===== src/rtl/mac_accum_n_pkg.sv =====
// -----------------------------------------------------------------------------
// mac_accum_n_pkg
// Shared constants for the multiply-accumulate stage. The state encodings live
// here so the operand-sequencing controller can decode busy/state from the same
// values the accumulator uses.
// -----------------------------------------------------------------------------
package mac_accum_n_pkg;

    localparam int STATE_W = 2;

    localparam logic [STATE_W-1:0] ST_IDLE  = 2'd0;
    localparam logic [STATE_W-1:0] ST_ACCUM = 2'd1;
    localparam logic [STATE_W-1:0] ST_HOLD  = 2'd2;

endpackage : mac_accum_n_pkg


===== src/rtl/mac_accum_n_counter.sv =====
// -----------------------------------------------------------------------------
// down_counter_n
// Loadable down counter that tracks how many products of the current job are
// still outstanding.
//
// Ports:
//   clk       rising-edge clock
//   reset_n   synchronous reset, active-low (count -> 0)
//   load      load load_val (has priority over dec)
//   load_val  value to load
//   dec       decrement by one; ignored when the count is already zero
//   count     current count
//   zero      count == 0
//   one       count == 1 (the next decrement finishes the job)
// -----------------------------------------------------------------------------
module down_counter_n #(
    parameter int W = 4
) (
    input  logic         clk,
    input  logic         reset_n,
    input  logic         load,
    input  logic [W-1:0] load_val,
    input  logic         dec,
    output logic [W-1:0] count,
    output logic         zero,
    output logic         one
);

    // NOTE: reset is sampled inside the clocked block (synchronous), and all
    // state is written with non-blocking assignments so every register sees
    // pre-edge values regardless of process ordering.
    always_ff @(posedge clk) begin
        if (!reset_n) begin
            count <= '0;
        end else if (load) begin
            count <= load_val;
        end else if (dec && !zero) begin
            count <= count - W'(1);
        end
    end

    assign zero = (count == '0);
    assign one  = (count == W'(1));

endmodule : down_counter_n


===== src/rtl/mac_accum_n.sv =====
// -----------------------------------------------------------------------------
// mac_accum_n
// Accumulates a programmed number of unsigned products from the registered
// multiplier stage into a wider running sum, then holds the result under a
// valid/ack handshake. All outputs are registers or pure state decodes.
//
// Ports:
//   clk        rising-edge clock
//   reset_n    synchronous reset, active-low; aborts any job in flight
//   start      begin a job (only looked at in IDLE)
//   len        number of products in the job, captured with start
//   p_valid    product on p is valid this cycle
//   p          unsigned product (N bits)
//   p_ready    high in ACCUM: a product is accepted when p_valid is also high
//   sum        accumulated result, modulo 2^ACC_W
//   sum_valid  high in HOLD: sum is final and stable
//   sum_ack    consumer has taken sum (only looked at in HOLD)
//   ovf        sticky carry-out of the current job, cleared by start or reset
//   busy       high in ACCUM or HOLD
//
// ACC_W must be >= N.
// -----------------------------------------------------------------------------
module mac_accum_n
    import mac_accum_n_pkg::*;
#(
    parameter int N     = 4,
    parameter int ACC_W = 12,
    parameter int CNT_W = 4
) (
    input  logic             clk,
    input  logic             reset_n,
    input  logic             start,
    input  logic [CNT_W-1:0] len,
    input  logic             p_valid,
    input  logic [N-1:0]     p,
    output logic             p_ready,
    output logic [ACC_W-1:0] sum,
    output logic             sum_valid,
    input  logic             sum_ack,
    output logic             ovf,
    output logic             busy
);

    logic [STATE_W-1:0] state;
    logic [STATE_W-1:0] state_next;

    logic               job_start;
    logic               accept;
    logic               cnt_zero;
    logic               cnt_one;
    logic [CNT_W-1:0]   cnt_value;
    logic [ACC_W:0]     sum_ext;

    assign job_start = (state == ST_IDLE)  && start;
    assign accept    = (state == ST_ACCUM) && p_valid;

    // ---------------------------------------------------------------- counter
    down_counter_n #(
        .W (CNT_W)
    ) u_beats (
        .clk      (clk),
        .reset_n  (reset_n),
        .load     (job_start),
        .load_val (len),
        .dec      (accept),
        .count    (cnt_value),
        .zero     (cnt_zero),
        .one      (cnt_one)
    );

    // ---------------------------------------------------------- state register
    always_ff @(posedge clk) begin
        if (!reset_n) begin
            state <= ST_IDLE;
        end else begin
            state <= state_next;
        end
    end

    // -------------------------------------------------------------- next state
    always_comb begin
        // NOTE: a default assignment at the top of every combinational block
        // keeps each path fully specified, so no latch can be inferred.
        state_next = state;
        case (state)
            ST_IDLE: begin
                if (start) begin
                    state_next = (len == '0) ? ST_HOLD : ST_ACCUM;
                end
            end
            ST_ACCUM: begin
                // A zero count here is unreachable; leaving ACCUM keeps the
                // block from waiting forever if it ever happens.
                if (cnt_zero || (accept && cnt_one)) begin
                    state_next = ST_HOLD;
                end
            end
            ST_HOLD: begin
                if (sum_ack) begin
                    state_next = ST_IDLE;
                end
            end
            default: state_next = ST_IDLE;
        endcase
    end

    // ---------------------------------------------------------- output decode
    always_comb begin
        p_ready   = (state == ST_ACCUM);
        sum_valid = (state == ST_HOLD);
        busy      = (state != ST_IDLE);
    end

    // --------------------------------------------------------------- datapath
    // One extra bit captures the carry out of the ACC_W-bit sum; the padding
    // width is always at least one because ACC_W >= N.
    assign sum_ext = {1'b0, sum} + {{(ACC_W + 1 - N){1'b0}}, p};

    always_ff @(posedge clk) begin
        if (!reset_n) begin
            sum <= '0;
            ovf <= 1'b0;
        end else if (job_start) begin
            sum <= '0;
            ovf <= 1'b0;
        end else if (accept) begin
            sum <= sum_ext[ACC_W-1:0];
            ovf <= ovf | sum_ext[ACC_W];
        end
    end

endmodule : mac_accum_n


===== config.mk =====
export PLATFORM = sky130hd
export DESIGN_NAME = mac_accum_n
export DESIGN_NICKNAME = d
export VERILOG_FILES = /design/src/rtl/mac_accum_n_pkg.sv /design/src/rtl/mac_accum_n_counter.sv /design/src/rtl/mac_accum_n.sv
export SDC_FILE = /design/constraint.sdc
export NUM_CORES = 1
export LEC_CHECK = 0
export CAP_MARGIN = 5
export CELL_PAD_IN_SITES_DETAIL_PLACEMENT = 1
export CELL_PAD_IN_SITES_GLOBAL_PLACEMENT = 2
export CORE_ASPECT_RATIO = 1.4
export CORE_MARGIN = 3
export CORE_UTILIZATION = 24
export CTS_CLUSTER_SIZE = 20
export DETAILED_ROUTE_END_ITERATION = 12
export PLACE_DENSITY_LB_ADDON = 0.3
export SETUP_SLACK_MARGIN = 0.5
export SYNTH_ARGS = -nofsm -noshare
export SYNTH_HDL_FRONTEND = slang
export SYNTH_SLANG_ARGS = --single-unit

===== constraint.sdc =====
create_clock -name clk -period 1.8 [get_ports clk]
set_input_delay 0.36 -clock clk [delete_from_list [all_inputs] [get_ports clk]]
set_output_delay 0.36 -clock clk [all_outputs]
set_load 0.02 [all_outputs]

* After elaboration in Yosys (flattened, before gate mapping)
Cells that the tools add are included.
Word-level totals: logic and storage cells 34, output and inout port bits 16, register bits after elaboration 19
Operators by class: reductions and logical operators 13, eq/ne operators 6, muxes and demuxes 7, bitwise gates (word level) 2, $add $sub $neg 2
Operators with widths (count):
- $add 12x4->13 | 1
- $logic_not 4->1 | 2
- $mux 2 | 4
- $mux 4 | 2
- $pmux 2 s3 | 1
- $eq 4x1->1 const B | 1
- $logic_and 1x1->1 | 4
- $ne 2x1->1 const B | 2
- $reduce_bool 2->1 | 2
- $sub 4x1->4 const B | 1
- $reduce_and 3->1 | 1
- $eq 2x1->1 const B | 1
- $eq 2x2->1 const B | 1
- $logic_not 2->1 | 1
- $ne 2x2->1 const B | 1
- $reduce_or 2->1 | 1
- $logic_not 1->1 | 1
- $logic_or 1x1->1 | 1
- $not 1->1 | 1
- $or 1x1->1 | 1

* Logic depth before layout (Yosys ltp)
Gate-level depths: netlist of the first run.
depth after elaboration 6, gate-level depth with buffers 7

* Modules after synthesis
From an unflattened synthesis of the first run, not the netlist that was laid out.
Second synthesis, totals: cell total of the unflattened synthesis 142, area total of the unflattened synthesis 1184.9 um2
By module, submodules not included:
- mac_accum_n | cells an instance 107, sequential area each 300.3 um2, area an instance 894.6 um2, instances 1
- down_counter_n | cells an instance 35, sequential area each 80.1 um2, area an instance 290.3 um2, instances 1

* Worst setup path after synthesis of the first run
Ideal clock, no wire load.
path kind register -> register, start point register sum[0], end point register sum[10], stages on the path, launching flop included 8, period minus slack after synthesis 1.952 ns, setup time 0.066 ns, data arrival time 1.886 ns, path slack -0.152 ns, path through dfxtp_1 ha_1 inv_1 fa_1 nor2b_1 o31ai_1 or3_1 a21oi_2
Between the ends: cells in the longest elaborated chain, start to end 1
Ends and longest elaborated chain:
- from (decl) | line mac_accum_n.sv:37 | output logic [ACC_W-1:0] sum,
- from (signal assigned) | line mac_accum_n.sv:127 | sum <= sum_ext[ACC_W-1:0];
- $add 12x4->13 | line mac_accum_n.sv:117 | assign sum_ext = {1'b0, sum} + {{(ACC_W + 1 - N){1'b0}}, p};
Every way passes these cells. A chain may end at the register's enable or synchronous reset.

* Final worst setup path of the first run
start point register sum[0], end point register sum[6]
Same word-level chain as after synthesis.

==> Implementation_results.wiki, run 1 <==
{| class="wikitable"
! Metric !! Value
|-
| Result of the run || finished clean
|-
| Global-route layer with the greatest usage || met2
|-
| Nets || 214
|-
| Top-Level Pins || 29
|-
| Signal arrival time at the worst endpoint || 1840 ps
|-
| Number of antenna violations at the first check in global routing || 0
|-
| Grt total ovfl || 0
|-
| Class of the most critical hold timing path || register to register
|-
| Post-Synthesis Mean Instance Area || 8.06 µm²
|-
| Global router's overall resource usage || 0.134
|-
| I/O Buffers || 28
|-
| Die span in y || 86.3 µm
|-
| Post-synthesis instance total || 137
|-
| Cell taking the most area after synthesis || dfxtp_1
|-
| Share of cells above drive strength 1 || 0.482
|-
| Sequential cell fraction of total power || 0.403
|-
| Clock power share || 0.258
|-
| Maximum ir drop on the vdd rail || 0.295 mV
|-
| Cell family contributing the most delay on the critical path || simple AND/OR/NAND/NOR gates
|-
| Crit Path Class || register to register
|-
| Number of maximum-capacitance constraint violations || 0
|-
| Largest clock skew in the final design || 1.98 ps
|-
| TritonCTS Sinks || 19
|-
| Logic pwr share || 0.339
|-
| Yosys warning count || 0
|-
| Clock tree from TritonCTS || yes
|-
| Post-synth top area share || 0.344
|-
| Effective utilization at floorplan || 0.254
|-
| Transition at the pin with the smallest max-transition slack || 406 ps
|-
| Synth top area cells || dfxtp_1 (34%), a21oi_1 (7.2%), ha_1 (6.8%)
|-
| Pin count of the biggest net entering global routing || 13
|-
| Post-synth cell types || 36
|-
| Final Hold Vio Count || 0
|-
| Unrepaired setup endpoints after global routing || yes
|-
| Final max-slew violation count || 0
|-
| Static leakage power || 0.700 nW
|-
| Post-detail-place hpwl || 2560 µm
|-
| Sum of buffers and inverters on the critical path || 1
|-
| Worst hold-check slack || 490 ps
|-
| Crit Path Max Fanout || 6
|-
| Die Outline Area || 0.00546 mm²
|-
| Launching element type of the critical path || register
|-
| Endpoints failing setup || 0
|-
| Crit-path slowest cell || dfxtp_4
|-
| GR Util met1 || 0.144
|-
| Met3 Usage GRT || 0.0169
|-
| Final antenna-violating net count || 0
|-
| CTS clock-pin slew for the worst setup and hold paths || 70 ps
|-
| Maximum operating frequency || 605 MHz
|-
| Fillers || 548
|-
| Cell area after technology mapping || 0.00110 mm²
|-
| Vias || 1211
|-
| Share of the clock period used by the worst path after layout || 0.919
|-
| Final antenna diode count || 0
|-
| Synthesis-stage register bit count || 19
|-
| Switching Share || 0.317
|-
| Worst relative slew slack || 0.728
|-
| Vias per cell || 4.79
|-
| Overall Power || 1.17 mW
|-
| Area growth from synthesis to layout || 70.9%
|-
| Cell at the root of the clock tree || clkbuf_8
|-
| Cell internal pwr || 800 µW
|-
| Source-to-sink clock delay at the later pin of the worst-skew pair || 260 ps
|-
| CP required || 1990 ps
|-
| Wire length reported by the detailed router || 3590 µm
|-
| Multi-input gate area || 850 µm²
|-
| Number of buffers on the longest clock path || 2
|-
| FF+latch area || 413 µm²
|-
| Weighted congestion at the end of routability-driven global placement || 0.748
|-
| Drt wl/cell || 14.2 µm
|-
| First-pass GRT wire length || 5720 µm
|-
| Nets in the synthesized netlist || 157
|-
| Min Clock Period, post-route || 1650 ps
|-
| H-tree lvl count || 1
|-
| Met2 capacity usage during global routing || 0.258
|-
| CTS Buf Count || 3
|-
| Remaining DRCs || 0
|-
| Horizontal die dimension || 63.3 µm
|-
| Site Rows || 28
|-
| Crit path capture type || register
|-
| Seq/Total Area, Yosys || 0.344
|-
| Reported net switching power || 372 µW
|-
| Core footprint || 0.00434 mm²
|-
| Total power per unit cell area || 621 mW/mm²
|-
| Number of optimization iterations in the first detailed-route pass || 2
|-
| Largest incremental delay on the critical path || 360 ps
|-
| Iteration-0 DRC Markers || 34
|-
| Most frequent cells in the layout || buf_4 (21), a21oi_1 (13), nor2_1 (10)
|-
| Number of global-route vias before repair || 1249
|-
| Critical Path, Cell by Cell || ha_4 -> inv_2 -> fa_2 -> nor2b_4 -> o31ai_4 -> or3_1 -> a21oi_1
|-
| Most common library cell in the layout ignoring fill and taps || buf_4
|}
## metal layers
layer,part of all wire,vias to the layer above
met5,0,-
met4,0.016,0
met3,0.024,6
met2,0.55,20
met1,0.41,575
li1,-,610
## power groups by stage
| stage | registers, mW | logic [mW] | clock network [mW] |
|---|---|---|---|
| floorplan | 0.471 | 0.173 | 0 |
| detailed placement | 0.479 | 0.281 | 0 |
| global placement | 0.477 | 0.272 | 0 |
| global route | 0.478 | 0.438 | 0.337 |
| CTS | 0.476 | 0.331 | 0.321 |
| finish | 0.472 | 0.398 | 0.303 |
## cells in the mapped netlist, drive strengths merged
cell / instances
dfxtp: 19
a21oi: 18
o21ai: 13
nand2: 11
nor2: 11
inv: 9
or3: 9
nand3: 7
ha: 6
buf: 3
nor2b: 3
o21a: 3
o31ai: 3
mux2i: 2
nand4: 2
a211oi: 1
a21boi: 1
a221oi: 1
a22oi: 1
a31oi: 1
and2b: 1
and3: 1
and3b: 1
and4: 1
fa: 1
nand3b: 1
nor3: 1
nor3b: 1
o211a: 1
o22ai: 1
o31a: 1
or3b: 1
or4: 1
## what timing repair did
action	in CTS	in global routing
pin swaps	19	11
hold buffers	0	0
setup buffers	9	8
setup endpoints to repair	35	31
resized for setup	93	30
## sequential cells by signal (all words and copies together), names as in the netlist
signal	count
ovf	1
state	2
sum	12
u_beats.count	4
## worst reg2reg max path: cells and delay by family (launching register included)
| family | cells | cell delay, ps |
|---|---|---|
| buffers and inverters | 1 | 30 |
| adder cells (fa/ha/maj) | 2 | 480 |
| flip-flops | 1 | 360 |
| AND/OR/NAND/NOR | 2 | 490 |
| AO/OA/AOI/OAI | 2 | 220 |
## final timing paths
kind	start	end	slack, ps	cells past startpoint
worst min register to register	sum[8]	sum[8]	490	2
worst max-delay path	sum[0]	sum[6]	150	7
worst max register to register	sum[0]	sum[6]	150	7
worst min-delay path	sum[8]	sum[8]	490	2
## metrics by stage
stage / area (µm²) / util / worst slack (ps) / TNS [ps] / std cells
CTS: 1800 / 0.414 / 119 / 0 / 245
finish: 1890 / 0.435 / 146 / 0 / 253
detailed placement: 1590 / 0.365 / -421 / -3450 / 232
floorplan: 1180 / - / 140 / 0 / 137
global placement: 1590 / 0.365 / -352 / -2700 / 232
global route: 1890 / 0.435 / 77.1 / 0 / 253
## cell families after synthesis
family,Yosys count,share of synthesized area
multiplexers,2,0.0181
flip-flops,19,0.344
AND/OR/NAND/NOR,52,0.253
adder cells (fa/ha/maj),7,0.0861
buffers and inverters,12,0.0544
AO/OA/AOI/OAI,45,0.245
## cell type report
type / count / area share
Clock buffer: 3 / 0.0219
Clock inverter: 1 / 0.00265
Inverter: 9 / 0.0179
Multi-Input combinational cell: 106 / 0.450
Sequential cell: 19 / 0.219
Tap cell: 60 / 0.0398
Timing Repair Buffer: 55 / 0.249
(Power assumes the default switching activity.)
==> run 2, diff against run 1 <==
--- a/config.mk
+++ b/config.mk
@@ -5,11 +5,11 @@
 export SDC_FILE = /design/constraint.sdc
 export NUM_CORES = 1
 export LEC_CHECK = 0
+export ABC_CLOCK_PERIOD_IN_PS = 1800
 export CAP_MARGIN = 5
 export CELL_PAD_IN_SITES_DETAIL_PLACEMENT = 1
 export CELL_PAD_IN_SITES_GLOBAL_PLACEMENT = 2
 export CORE_ASPECT_RATIO = 1.4
-export CORE_MARGIN = 3
 export CORE_UTILIZATION = 24
 export CTS_CLUSTER_SIZE = 20
 export DETAILED_ROUTE_END_ITERATION = 12
@@ -18,3 +18,4 @@
 export SYNTH_ARGS = -nofsm -noshare
 export SYNTH_HDL_FRONTEND = slang
 export SYNTH_SLANG_ARGS = --single-unit
+export TNS_END_PERCENT = 5
==> run 2 against run 1 <==
  * Final area down 12%
  * Fmax down 2.2%
  * First-iteration DRC count down 44%
  * Sequential power about the same
  * Die area down 11%
  * Utilization down 4.8 points
  * Clock power up 3%
  * Clock skew down 0.71 ps
  * Global-route usage up 1.3 points
  * Critical endpoint is now sum[10]
  * Largest power group unchanged
==> Implementation_results.wiki, run 2 (synthesis results as in run 1) <==
{| class="wikitable"
! Metric !! Value
|-
| Final Hold Vio Count || 0
|-
| Number of buffers on the longest clock path || 2
|-
| Wire length reported by the detailed router || 3210 µm
|-
| Horizontal die dimension || 59.3 µm
|-
| Total power per unit cell area || 636 mW/mm²
|-
| Source-to-sink clock delay at the later pin of the worst-skew pair || 260 ps
|-
| Effective utilization at floorplan || 0.256
|-
| Weighted congestion at the end of routability-driven global placement || 0.758
|-
| Share of the clock period used by the worst path after layout || 0.940
|-
| H-tree lvl count || 1
|-
| Setup TNS || 0 ps
|-
| Final standard cell utilization of the core || 0.387
|-
| I/O Buffers || 28
|-
| Area growth from synthesis to layout || 51.0%
|-
| Number of flip-flops under the largest register name || 12
|-
| Smallest setup slack after layout || 108 ps
|-
| TritonCTS Sinks || 19
|-
| Site Rows || 28
|-
| Number of optimization iterations in the first detailed-route pass || 4
|-
| Crit Path Class || primary input to register
|-
| Fillers || 535
|-
| Worst hold-check slack || 510 ps
|-
| Largest registers ranked by flip-flop count || sum (12), u_beats.count (4), state (2)
|-
| Min Clock Period, post-route || 1690 ps
|-
| Unrepaired setup endpoints after global routing || yes
|-
| Most common library cell in the layout ignoring fill and taps || clkdlybuf4s50_1
|-
| Grt total ovfl || 0
|-
| Result of the run || finished clean
|-
| Drt wl/cell || 13.4 µm
|-
| Transition at the pin with the smallest max-transition slack || 317 ps
|-
| Number of antenna violations at the first check in global routing || 0
|-
| Signal arrival time at the worst endpoint || 1890 ps
|-
| CTS Buf Count || 3
|-
| Pin count of the biggest net entering global routing || 13
|-
| Clock tree from TritonCTS || yes
|-
| Die Outline Area || 0.00488 mm²
|-
| CTS clock-pin slew for the worst setup and hold paths || 80 ps
|-
| Crit path capture type || register
|-
| Maximum ir drop on the vdd rail || 0.296 mV
|-
| Static leakage power || 0.605 nW
|-
| Number of maximum-capacitance constraint violations || 0
|-
| Launching element type of the critical path || primary input
|-
| CP required || 2000 ps
|-
| Final antenna-violating net count || 0
|-
| Dpl ws || -415 ps
|-
| Global router's overall resource usage || 0.147
|-
| Register name with the most flops || sum
|-
| Most frequent cells in the layout || clkdlybuf4s50_1 (20), a21oi_1 (16), dfxtp_1 (15)
|-
| Vias per cell || 4.79
|-
| Top-Level Pins || 29
|-
| Largest clock skew in the final design || 1.27 ps
|-
| Worst relative slew slack || 0.787
|-
| Die span in y || 82.3 µm
|-
| Endpoints failing setup || 0
|-
| Iteration-0 DRC Markers || 19
|-
| Cell at the root of the clock tree || clkbuf_8
|-
| Final max-slew violation count || 0
|-
| Crit Path Max Fanout || 7
|-
| Final antenna diode count || 0
|-
| Maximum operating frequency || 591 MHz
|-
| FF+latch area || 388 µm²
|-
| First-pass GRT wire length || 5350 µm
|-
| Vias || 1149
|-
| Class of the most critical hold timing path || register to register
|-
| Multi-input gate area || 738 µm²
|-
| Core footprint || 0.00431 mm²
|-
| Share of cells above drive strength 1 || 0.200
|-
| Nets || 201
|-
| Number of global-route vias before repair || 1162
|-
| Post-detail-place hpwl || 2530 µm
|-
| Overall Power || 1.06 mW
|-
| Remaining DRCs || 0
|}
==> run 2: changes by cell type in the layout (fill, tap and decap cells not counted), sizes merged <==
cell           before  now
clkinv              1    0
buf                36   14
clkdlybuf4s15       8    0
clkdlybuf4s50       2   20
==> run 2: what timing repair did <==
action / 4_1_cts / 5_1_grt
setup endpoints to repair: 35 / 35
hold buffers: 0 / 0
buffers inserted: 2 / 0
pin swaps: 8 / 0
endpoints found under the hold margin: 0 / 0
resized for setup: 15 / 0
==> run 2: worst paths after layout <==
path	start	endpoint	slack (ps)	cells after the start
max	p[0]	sum[10]	110	8
min	sum[11]	sum[11]	510	2
max reg2reg	sum[0]	sum[10]	110	7
min reg2reg	sum[11]	sum[11]	510	2
==> run 2: where the power goes <==
part | switching (mW) | internal (mW) | leakage, nW | total [mW]
logic | 0.143 | 0.132 | 0.426 | 0.276
clock network | 0.156 | 0.158 | 0.0228 | 0.313
registers | 0.0280 | 0.443 | 0.156 | 0.471
==> run 2: through the flow <==
stage          area, µm²  instances
2_1_floorplan       1150        137
3_3_place_gp        1580        234
3_5_place_dp        1580        234
4_1_cts             1670        240
5_1_grt             1670        240
6_report            1670        240
==> run 2: critical path: stages <==
cell,delay (ps)
dlygate4sd2_1,240
ha_4,150
inv_2,30
fa_2,360
nor2b_4,160
o31ai_4,90
or3_4,380
a21oi_2,130
==> run 2: layout make-up <==
class,instances,share of cell area
multi-input combinational,106,0.443
clock buffer,4,0.0270
timing repair buffer,42,0.233
tap,60,0.0450
sequential,19,0.233
inverter,9,0.0203
==> run 2: routing by layer <==
metal | wire length (µm) | track usage
met3 | 73 | 0.0234
met4 | 42 | 0.0571
met2 | 1730 | 0.270
met5 | 0 | 0
met1 | 1370 | 0.165
